$ cat src/rtl/reg_write_queue_pkg.sv
// Shared processor definitions for the register write queue.
//   REG_W    : register-index width
//   DATA_W   : register data width
//   REG_ZERO : hard-wired zero register, never written
//   wrReq_t  : one buffered register write (index + data)
package reg_write_queue_pkg;
  localparam int REG_W  = 5;
  localparam int DATA_W = 32;
  localparam logic [REG_W-1:0] REG_ZERO = '0;

  typedef struct packed {
    logic [REG_W-1:0]  idx;
    logic [DATA_W-1:0] data;
  } wrReq_t;
endpackage

$ cat src/rtl/reg_write_queue_match.sv
// pending_write_match: newest-match search over the queued writes and the
// register-file output register. Only built with REG_WRITE_BYPASS_EN.
//   entries   : queue storage, oldest at rdPtr
//   rdPtr     : head pointer
//   count     : number of valid queued entries
//   outReg/outData/outActive : output register contents and write enable
//   lookupReg : probed index
//   hit/data  : pending write found / its newest data
`ifdef REG_WRITE_BYPASS_EN
module pending_write_match
  import reg_write_queue_pkg::*;
#(
  parameter int DEPTH = 4,
  parameter int PTR_W = 2,
  parameter int CNT_W = 3
) (
  input  wrReq_t [DEPTH-1:0] entries,
  input  logic [PTR_W-1:0]   rdPtr,
  input  logic [CNT_W-1:0]   count,
  input  logic [REG_W-1:0]   outReg,
  input  logic [DATA_W-1:0]  outData,
  input  logic               outActive,
  input  logic [REG_W-1:0]   lookupReg,
  output logic               hit,
  output logic [DATA_W-1:0]  data
);
  always_comb begin
    logic [PTR_W-1:0] idx;
    hit  = 1'b0;
    data = '0;
    idx  = '0;
    // Output register is the oldest candidate; queued entries override it.
    if (outActive && outReg == lookupReg) begin
      hit  = 1'b1;
      data = outData;
    end
    // Walk from head to tail so the last match seen is the newest.
    for (int k = 0; k < DEPTH; k++) begin
      idx = rdPtr + PTR_W'(k);
      if (CNT_W'(k) < count && entries[idx].idx == lookupReg) begin
        hit  = 1'b1;
        data = entries[idx].data;
      end
    end
    if (lookupReg == REG_ZERO) begin
      hit  = 1'b0;
      data = '0;
    end
  end
endmodule
`endif

$ cat src/rtl/reg_write_queue.sv
// reg_write_queue: FIFO of pending register-file writes drained one per
// cycle when the write port is free. Writes to register 0 are accepted and
// dropped. Optional bypass lookup enabled by macro REG_WRITE_BYPASS_EN.
//   clk, reset            : clock, synchronous active-high reset
//   WriteReqValid/Ready   : producer handshake (Ready = not full)
//   WriteReqReg/Data      : write request
//   DrainEnable           : register-file write port free this cycle
//   WriteReg/WriteData/RegWriteActive : registered register-file write
//   LookupReg/Hit/Data    : pending-write probe (tied 0 without bypass)
module reg_write_queue
  import reg_write_queue_pkg::*;
#(
  parameter int DEPTH = 4
) (
  input  logic              clk,
  input  logic              reset,
  input  logic              WriteReqValid,
  output logic              WriteReqReady,
  input  logic [REG_W-1:0]  WriteReqReg,
  input  logic [DATA_W-1:0] WriteReqData,
  input  logic              DrainEnable,
  output logic [REG_W-1:0]  WriteReg,
  output logic [DATA_W-1:0] WriteData,
  output logic              RegWriteActive,
  input  logic [REG_W-1:0]  LookupReg,
  output logic              LookupHit,
  output logic [DATA_W-1:0] LookupData
);
  localparam int PTR_W = (DEPTH > 1) ? $clog2(DEPTH) : 1;
  localparam int CNT_W = $clog2(DEPTH + 1);

  wrReq_t [DEPTH-1:0] mem;
  logic [PTR_W-1:0]   wrPtr, rdPtr;
  logic [CNT_W-1:0]   count;
  logic               push, pop;

  // Ready looks only at occupancy, never at this cycle's drain.
  assign WriteReqReady = (count != CNT_W'(DEPTH));
  assign push = WriteReqValid && WriteReqReady && (WriteReqReg != REG_ZERO);
  // Pop uses pre-edge occupancy, so a push into an empty queue waits a cycle.
  assign pop  = DrainEnable && (count != '0);

  always_ff @(posedge clk) begin
    if (push && !reset) mem[wrPtr] <= '{idx: WriteReqReg, data: WriteReqData};
  end

  always_ff @(posedge clk) begin
    if (reset) begin
      wrPtr          <= '0;
      rdPtr          <= '0;
      count          <= '0;
      WriteReg       <= '0;
      WriteData      <= '0;
      RegWriteActive <= 1'b0;
    end else begin
      if (push) wrPtr <= wrPtr + PTR_W'(1);
      if (pop) begin
        WriteReg  <= mem[rdPtr].idx;
        WriteData <= mem[rdPtr].data;
        rdPtr     <= rdPtr + PTR_W'(1);
      end
      RegWriteActive <= pop;
      count          <= count + CNT_W'(push) - CNT_W'(pop);
    end
  end

`ifdef REG_WRITE_BYPASS_EN
  pending_write_match #(.DEPTH(DEPTH), .PTR_W(PTR_W), .CNT_W(CNT_W)) uMatch (
    .entries   (mem),
    .rdPtr     (rdPtr),
    .count     (count),
    .outReg    (WriteReg),
    .outData   (WriteData),
    .outActive (RegWriteActive),
    .lookupReg (LookupReg),
    .hit       (LookupHit),
    .data      (LookupData)
  );
`else
  wire unusedLookup = &{1'b0, LookupReg};
  assign LookupHit  = 1'b0;
  assign LookupData = '0;
`endif
endmodule

$ cat config.mk
export PLATFORM = sky130hd
export DESIGN_NAME = reg_write_queue
export DESIGN_NICKNAME = d
export VERILOG_FILES = /design/src/rtl/reg_write_queue_pkg.sv /design/src/rtl/reg_write_queue_match.sv /design/src/rtl/reg_write_queue.sv
export SDC_FILE = /design/constraint.sdc
export NUM_CORES = 1
export LEC_CHECK = 0
export BUFFER_PORTS_ARGS = -buffer_cell sky130_fd_sc_hd__buf_4
export CAP_MARGIN = 20
export CORE_AREA = 2 2 130 132
export CTS_CLUSTER_SIZE = 30
export DETAILED_ROUTE_END_ITERATION = 7
export DIE_AREA = 0 0 132 134
export PLACE_DENSITY = 0.71
export SYNTH_ARGS = -nofsm -noshare
export SYNTH_HDL_FRONTEND = slang
export SYNTH_HIERARCHICAL = 1
export SYNTH_SLANG_ARGS = --single-unit
$ cat constraint.sdc
create_clock -name clk -period 4.6 [get_ports clk]
set_clock_uncertainty 0.05 [all_clocks]
set_input_delay 0 -clock clk [delete_from_list [all_inputs] [get_ports clk]]
set_output_delay 0 -clock clk [all_outputs]
set_load 0.005 [all_outputs]
==> metrics.yaml, run 1 <==
fmax_ghz: 0.373
viasPerCell: 4.96
fin_cells: 716
outcome: "finished clean"
via_count: 3549
start_util_pct: 44.0
drtAntennaViolNets: 0
required_ns: 4.62
max_stage_delay_ns: 0.81
drt_wl_total_um: 12600
crit_chain: "or3b_1 > o211a_4 > inv_1 > nor3b_2 > buf_4"
syn_area_mm2: 0.00717
hold_viol: 0
yosysUniqueCellTypes: 28
top_layer: "met4"
final_common_cell: "edfxtp_1"
core_area_mm2: 0.0163
die_h_um: 134
netSwitchingPower_mw: 1.07
final_cell_mix: "edfxtp_1 (148), buf_4 (83), dfxtp_1 (43)"
power_density_mw_per_mm2: 503
antenna_found_initial: 0
wl_met3_um: 570
critPathLaunchType: "flip-flop"
worstMarginPinSlew_ns: 1.07
leakagePower_nw: 3.17
hp-class: "in2reg"
grt_usage_pct: 15.3
crit_end: "mem[85]$_DFFE_PP_"
syn_area_per_cell_um2: 20.1
initialDrtViolationCount: 248
worst-path-stages: 5
critPathTopFamily: "simple AND/OR/NAND/NOR gates"
nets: 536
fin_tns_setup_ns: 0
combPwrFrac_pct: 16.9
fin_crit_sh_pct: 58.4
syn-instance-count: 357
max-slew-margin-rel_pct: 28.3
clk_path_buf_depth: 2
postSynthRegisterBits: 193
die-area_mm2: 0.0177
place_inst: 644
die_w_um: 132
worst_slack_ns: 1.92
p_sw_share_pct: 23.8
wl_met2_um: 6420
end_kind: "flip-flop"
clock_latency_ns: 0.42
crit_fanout: 28
diodes: 0
crit_start: "count[1]$_SDFF_PP0_"
fillers: 1282
min_period_ns: 2.68
ir_drop_uv: 308
cts-resized-gates: 0
critPathSlowestCell: "nor3b_2"
m1WireLength_um: 5380
cts_root_buf: "clkbuf_16"
min_from: "WriteReqData[28]"
path_clk_slew_ns: 0.07
grt_pass1_wl_um: 20000
layout-drive-gt1-share_pct: 32.7
internal_power_mw: 3.41
pre_cts_slack_ns: 1.81
grt_max_degree: 40
yosysSeqAreaShare_pct: 74.5
pwr-share-seq_pct: 50.2
rr_startpoint: "count[1]$_SDFF_PP0_"
rrSetupSlack_ns: 1.92
area_growth_pct: 24.1
yosysWarnings: 6
worst-path-buf-inv: 2
multi_input_area_mm2: 0.00161
overflow: 0
drc: 0
grt_pass1_vias: 3748
rows: 47
rsz0062_at_grt: "false"
place.port_buffers: 79
place.gp.congestion: 0.703
cts_sinks: 193
cts_tree: "built"
ios: 118
power_mw: 4.48
drv_slew: 0
r2r_cells: 5
setup_violations: 0
setup.worst_path.class: "reg2reg"
maxCapViolCount: 0
wl_per_cell_um: 17.6
ff_latch_area_mm2: 0.00535
crit_arrival_ns: 2.70
r2r_end: "mem[85]$_DFFE_PP_"
clock_power_share_pct: 32.9
hpwlAfterDp_um: 7240
tritoncts.num_buffers: 17
dr.pass1.iters: 4
htree_levels: 4
[worst register-to-register path: stages (launching register included)]
cell     delay, ns
dfxtp_1       0.43
or3b_1        0.19
o211a_4       0.19
inv_1         0.11
nor3b_2       0.81
buf_4         0.54
[final cells by class]
cell class	count	share of cell area, %
clock buffer	21	5.17
tap	220	3.09
clock inverter	11	1.56
timing repair buffer	124	11.7
sequential	193	60.1
multi-input combinational	141	18.1
inverter	6	0.253
[stage by stage]
| step | hold slack, ns | utilization (%) | cell area (µm²) |
|---|---|---|---|
| 2_1_floorplan | 0.0489 | - | 7290 |
| 3_3_place_gp | 0.150 | 48.5 | 7910 |
| 3_5_place_dp | 0.154 | 48.5 | 7910 |
| 4_1_cts | 0.246 | 54.7 | 8900 |
| 5_1_grt | 0.255 | 54.7 | 8900 |
| 6_report | 0.261 | 54.7 | 8900 |
[cells in the mapped netlist]
cell,number,area [µm²]
edfxtp_1,148,4440
dfxtp_1,45,901
a22o_1,37,324
mux4_2,37,833
buf_4,34,255
buf_2,8,40.0
ha_1,6,75.1
inv_1,6,22.5
nor2_1,5,18.8
nor3b_1,5,37.5
clkbuf_1,4,15.0
xnor2_1,3,26.3
buf_6,2,22.5
nand2b_1,2,12.5
nor2b_1,2,12.5
buf_1,1,3.75
conb_1,1,3.75
fa_1,1,20.0
mux2_4,1,15.0
mux2i_1,1,10.0
nor2_4,1,11.3
nor3_1,1,5.00
o211a_4,1,17.5
o311ai_0,1,8.76
o31a_1,1,8.76
or3b_1,1,8.76
or4_4,1,11.3
xor2_1,1,8.76
[worst min-delay path by stage]
stage                     cells after the start  slack [ns]                 end
after global routing                          2        0.26  mem[141]$_DFFE_PP_
final                                         2        0.26  mem[139]$_DFFE_PP_
after detailed placement                      1        0.15    mem[3]$_DFFE_PP_
after floorplan                               0        0.05    mem[0]$_DFFE_PP_
after CTS                                     2        0.25  mem[139]$_DFFE_PP_
after global placement                        1        0.15    mem[9]$_DFFE_PP_
[cell families (layout without fill, tap and decap cells)]
kind of cell,Yosys count,after routing,share of synthesized area (%)
compound gates,40,40,5.01
xor+xnor,4,4,0.488
fa+ha+maj,7,7,1.33
buf+inv,55,162,5.01
flops,193,193,74.5
mux,39,39,12.0
other cells,1,33,0.0523
simple gates,18,18,1.64
[what timing repair did]
action | CTS | global route
buffers inserted | 0 | 0
hold endpoints to repair | 155 | 0
hold buffers | 40 | 0
endpoints found under the setup margin | 0 | 0
[metal layers]
metal | vias up | GRT usage [%]
li1 | 1613 | -
met1 | 1800 | 18.4
met2 | 116 | 26.2
met3 | 20 | 3.70
met4 | 0 | 6.58
met5 | - | 0
[sequential cells by signal, summed over array words and instances, names as in the netlist]
| signal | flops |
|---|---|
| wrPtr | 2 |
| RegWriteActive | 1 |
| mem | 148 |
| count | 3 |
| WriteReg | 5 |
| rdPtr | 2 |
| WriteData | 32 |
[power by group through the flow]
stage / clock, mW / combinational, mW / sequential (mW)
after floorplan: 0 / 0.583 / 2.17
after global placement: 0 / 0.722 / 2.29
after detailed placement: 0 / 0.739 / 2.29
after CTS: 1.50 / 0.770 / 2.26
after global routing: 1.56 / 0.825 / 2.28
final: 1.47 / 0.756 / 2.25
(Power assumes the default switching activity.)
==> inputs of run 2 (changes only) <==
--- a/config.mk
+++ b/config.mk
@@ -11,7 +11,7 @@
 export CTS_CLUSTER_SIZE = 30
 export DETAILED_ROUTE_END_ITERATION = 7
 export DIE_AREA = 0 0 132 134
-export PLACE_DENSITY = 0.71
+export PLACE_DENSITY = 0.73
 export SYNTH_ARGS = -nofsm -noshare
 export SYNTH_HDL_FRONTEND = slang
 export SYNTH_HIERARCHICAL = 1
==> constraint.sdc (replaced) <==
create_clock -name clk -period 2.2 [get_ports clk]
set_clock_uncertainty 0.05 [all_clocks]
set_input_delay 0 -clock clk [delete_from_list [all_inputs] [get_ports clk]]
set_output_delay 0 -clock clk [all_outputs]
set_load 0.005 [all_outputs]
==> run 2 against run 1 <==
Net effect: total power increased by 110%; clock-buffer cell count increased by 4; global-route usage increased by 0.52 points; core utilization increased by 1.3 points; sequential share of layout area decreased by 1.4 points; wire length increased by 4.3%; fmax increased by 22%; setup slack got worse by 1.9 ns; die area unchanged; critical endpoint is now count[2]$_SDFF_PP0_; largest power group unchanged; highest routed layer unchanged.
==> metrics.yaml, run 2 (synthesized netlist as in run 1, its figures left out) <==
nets: 555  # was 536
layout-drive-gt1-share_pct: 36.8  # was 32.7%
min_period_ns: 2.20  # was 2.68 ns
initialDrtViolationCount: 215  # was 248
via_count: 3622  # was 3549
hold_viol: 0  # unchanged
die_w_um: 132  # unchanged
place.gp.congestion: 0.733  # was 0.703
fmax_ghz: 0.455  # was 0.373 GHz
cts_tree: "built"  # unchanged
antenna_found_initial: 0  # unchanged
final_util_pct: 56.0  # was 54.7%
global_route.usage.met2_pct: 26.6  # was 26.2%
tritoncts.num_buffers: 17  # unchanged
power_density_mw_per_mm2: 1040  # was 503 mW/mm²
viasPerCell: 4.93  # was 4.96
setup_violations: 0  # unchanged
critPathSlowestCell: "o31a_1"  # was nor3b_2
cts_root_buf: "clkbuf_16"  # unchanged
grt_max_degree: 39  # was 40
rsz0062_at_grt: "true"  # was false
setup.worst_path.class: "reg2reg"  # unchanged
diodes: 0  # unchanged
cts_sinks: 193  # unchanged
die_h_um: 134  # unchanged
critPathLaunchType: "flip-flop"  # unchanged
place.port_buffers: 79  # unchanged
core_area_mm2: 0.0163  # unchanged
crit_chain: "buf_4 > o31a_1 > ha_4 > inv_2 > ha_4 > fa_2 > xnor2_2 > xnor2_1 > nor2_1"  # was or3b_1 > o211a_4 > inv_1 > nor3b_2 > buf_4
top_usage_layer: "met2"  # unchanged
met1_usage_pct: 19.9  # was 18.4%
final_common_cell: "edfxtp_1"  # unchanged
drc: 0  # unchanged
start_util_pct: 44.0  # unchanged
clock_latency_ns: 0.42  # about the same
leakagePower_nw: 3.27  # was 3.17 nW
maxCapViolCount: 0  # unchanged
crit_arrival_ns: 2.46  # was 2.70 ns
final_cell_mix: "edfxtp_1 (148), buf_4 (100), dfxtp_1 (42)"  # was edfxtp_1 (148), buf_4 (83), dfxtp_1 (43)
regMostFlops: "mem"  # unchanged
clk_path_buf_depth: 2  # unchanged
fin_cells: 734  # was 716
overflow: 0  # unchanged
required_ns: 2.46  # was 4.62 ns
outcome: "finished clean"  # unchanged
cpMostUsedCell: "ha_4"
path_clk_slew_ns: 0.07  # about the same
hpwlAfterDp_um: 7760  # was 7240 µm
die-area_mm2: 0.0177  # unchanged
ios: 118  # unchanged
wl_per_cell_um: 17.9  # was 17.6 µm
max-slew-margin-rel_pct: 66.5  # was 28.3%
fin_crit_sh_pct: 99.9  # was 58.4%
hp-class: "in2reg"  # unchanged
grt_pass1_wl_um: 20800  # was 20000 µm
max_stage_delay_ns: 0.37  # was 0.81 ns
drv_slew: 0  # unchanged
ir_drop_uv: 657  # was 308 µV
fin_tns_setup_ns: 0  # unchanged
area_growth_pct: 27.1  # was 24.1%
dr.pass1.iters: 4  # unchanged
largest_reg_flops: 148  # unchanged
whs_ns: 0.124  # was 0.261 ns
top_regs: "mem x148, WriteData x32, WriteReg x5"  # unchanged
drtAntennaViolNets: 0  # unchanged
drt_wl_total_um: 13200  # was 12600 µm
place_inst: 660  # was 644
crit_fanout: 4  # was 28
end_kind: "flip-flop"  # unchanged
gr-usage-met3_pct: 4.08  # was 3.70%
htree_levels: 4  # unchanged
rows: 47  # unchanged
worstMarginPinSlew_ns: 0.503  # was 1.07 ns
grt_usage_pct: 15.8  # was 15.3%
grt_pass1_vias: 3733  # was 3748
==> run 2: layout make-up <==
| type | count | area [µm²] |
|---|---|---|
| Clock inverter | 6 | 47.5 |
| Multi-Input combinational cell | 141 | 1680 |
| Inverter | 6 | 26.3 |
| Timing Repair Buffer | 143 | 1220 |
| Sequential cell | 193 | 5350 |
| Tap cell | 220 | 275 |
| Fill cell | 1258 | 7170 |
| Clock buffer | 25 | 515 |
==> run 2: per-stage QoR <==
| stage | cell area (µm²) | worst slack, ns | power (mW) |
|---|---|---|---|
| 6_report | 9120 | 0.00270 | 9.47 |
| 2_1_floorplan | 7350 | -0.220 | 5.79 |
| 4_1_cts | 9120 | -0.0220 | 9.58 |
| 3_5_place_dp | 8100 | -0.0971 | 6.56 |
| 5_1_grt | 9120 | -0.0323 | 9.87 |
| 3_3_place_gp | 8100 | 0.00362 | 6.49 |
==> run 2: path summary, 6_finish.rpt <==
kind / start / to / slack [ns] / cells after the start
min reg2reg: WriteData[15]$_SDFFE_PP0P_ / WriteData[15]$_SDFFE_PP0P_ / 0.43 / 1
min: WriteReqValid / wrPtr[1]$_SDFFE_PP0N_ / 0.12 / 5
max: count[2]$_SDFF_PP0_ / count[2]$_SDFF_PP0_ / 0.003 / 9
max reg2reg: count[2]$_SDFF_PP0_ / count[2]$_SDFF_PP0_ / 0.003 / 9
==> run 2: worst max-delay path: cells and delay by family, from the launching register on <==
family                     cells  cell delay [ns]
adders and majority gates      3             0.80
xor gates and xnor gates       2             0.28
buffers and inverters          2             0.19
DFF                            1             0.34
and+or+nand+nor                1             0.05
AOI/OAI and AO/OA              1             0.37
==> run 2: metal layers <==
layer	share of wire, %	wire length, µm	vias to the layer above
li1	-	-	1652
met1	43	5620	1838
met2	51	6780	122
met3	4.9	649	10
met4	0.84	110	0
met5	0	0	-
==> run 2: what timing repair did <==
action	4_1_cts	5_1_grt
buffers inserted	4	0
pin swaps	5	5
endpoints found under the hold margin	154	0
endpoints found under the setup margin	1	7
hold buffers	39	0
resized for setup	7	0
==> run 2: power by group <==
| group | internal, mW | leakage, nW | switching [mW] |
|---|---|---|---|
| Clock | 1.63 | 0.265 | 1.24 |
| Combinational | 1.19 | 1.29 | 0.846 |
| Sequential | 4.31 | 1.71 | 0.257 |
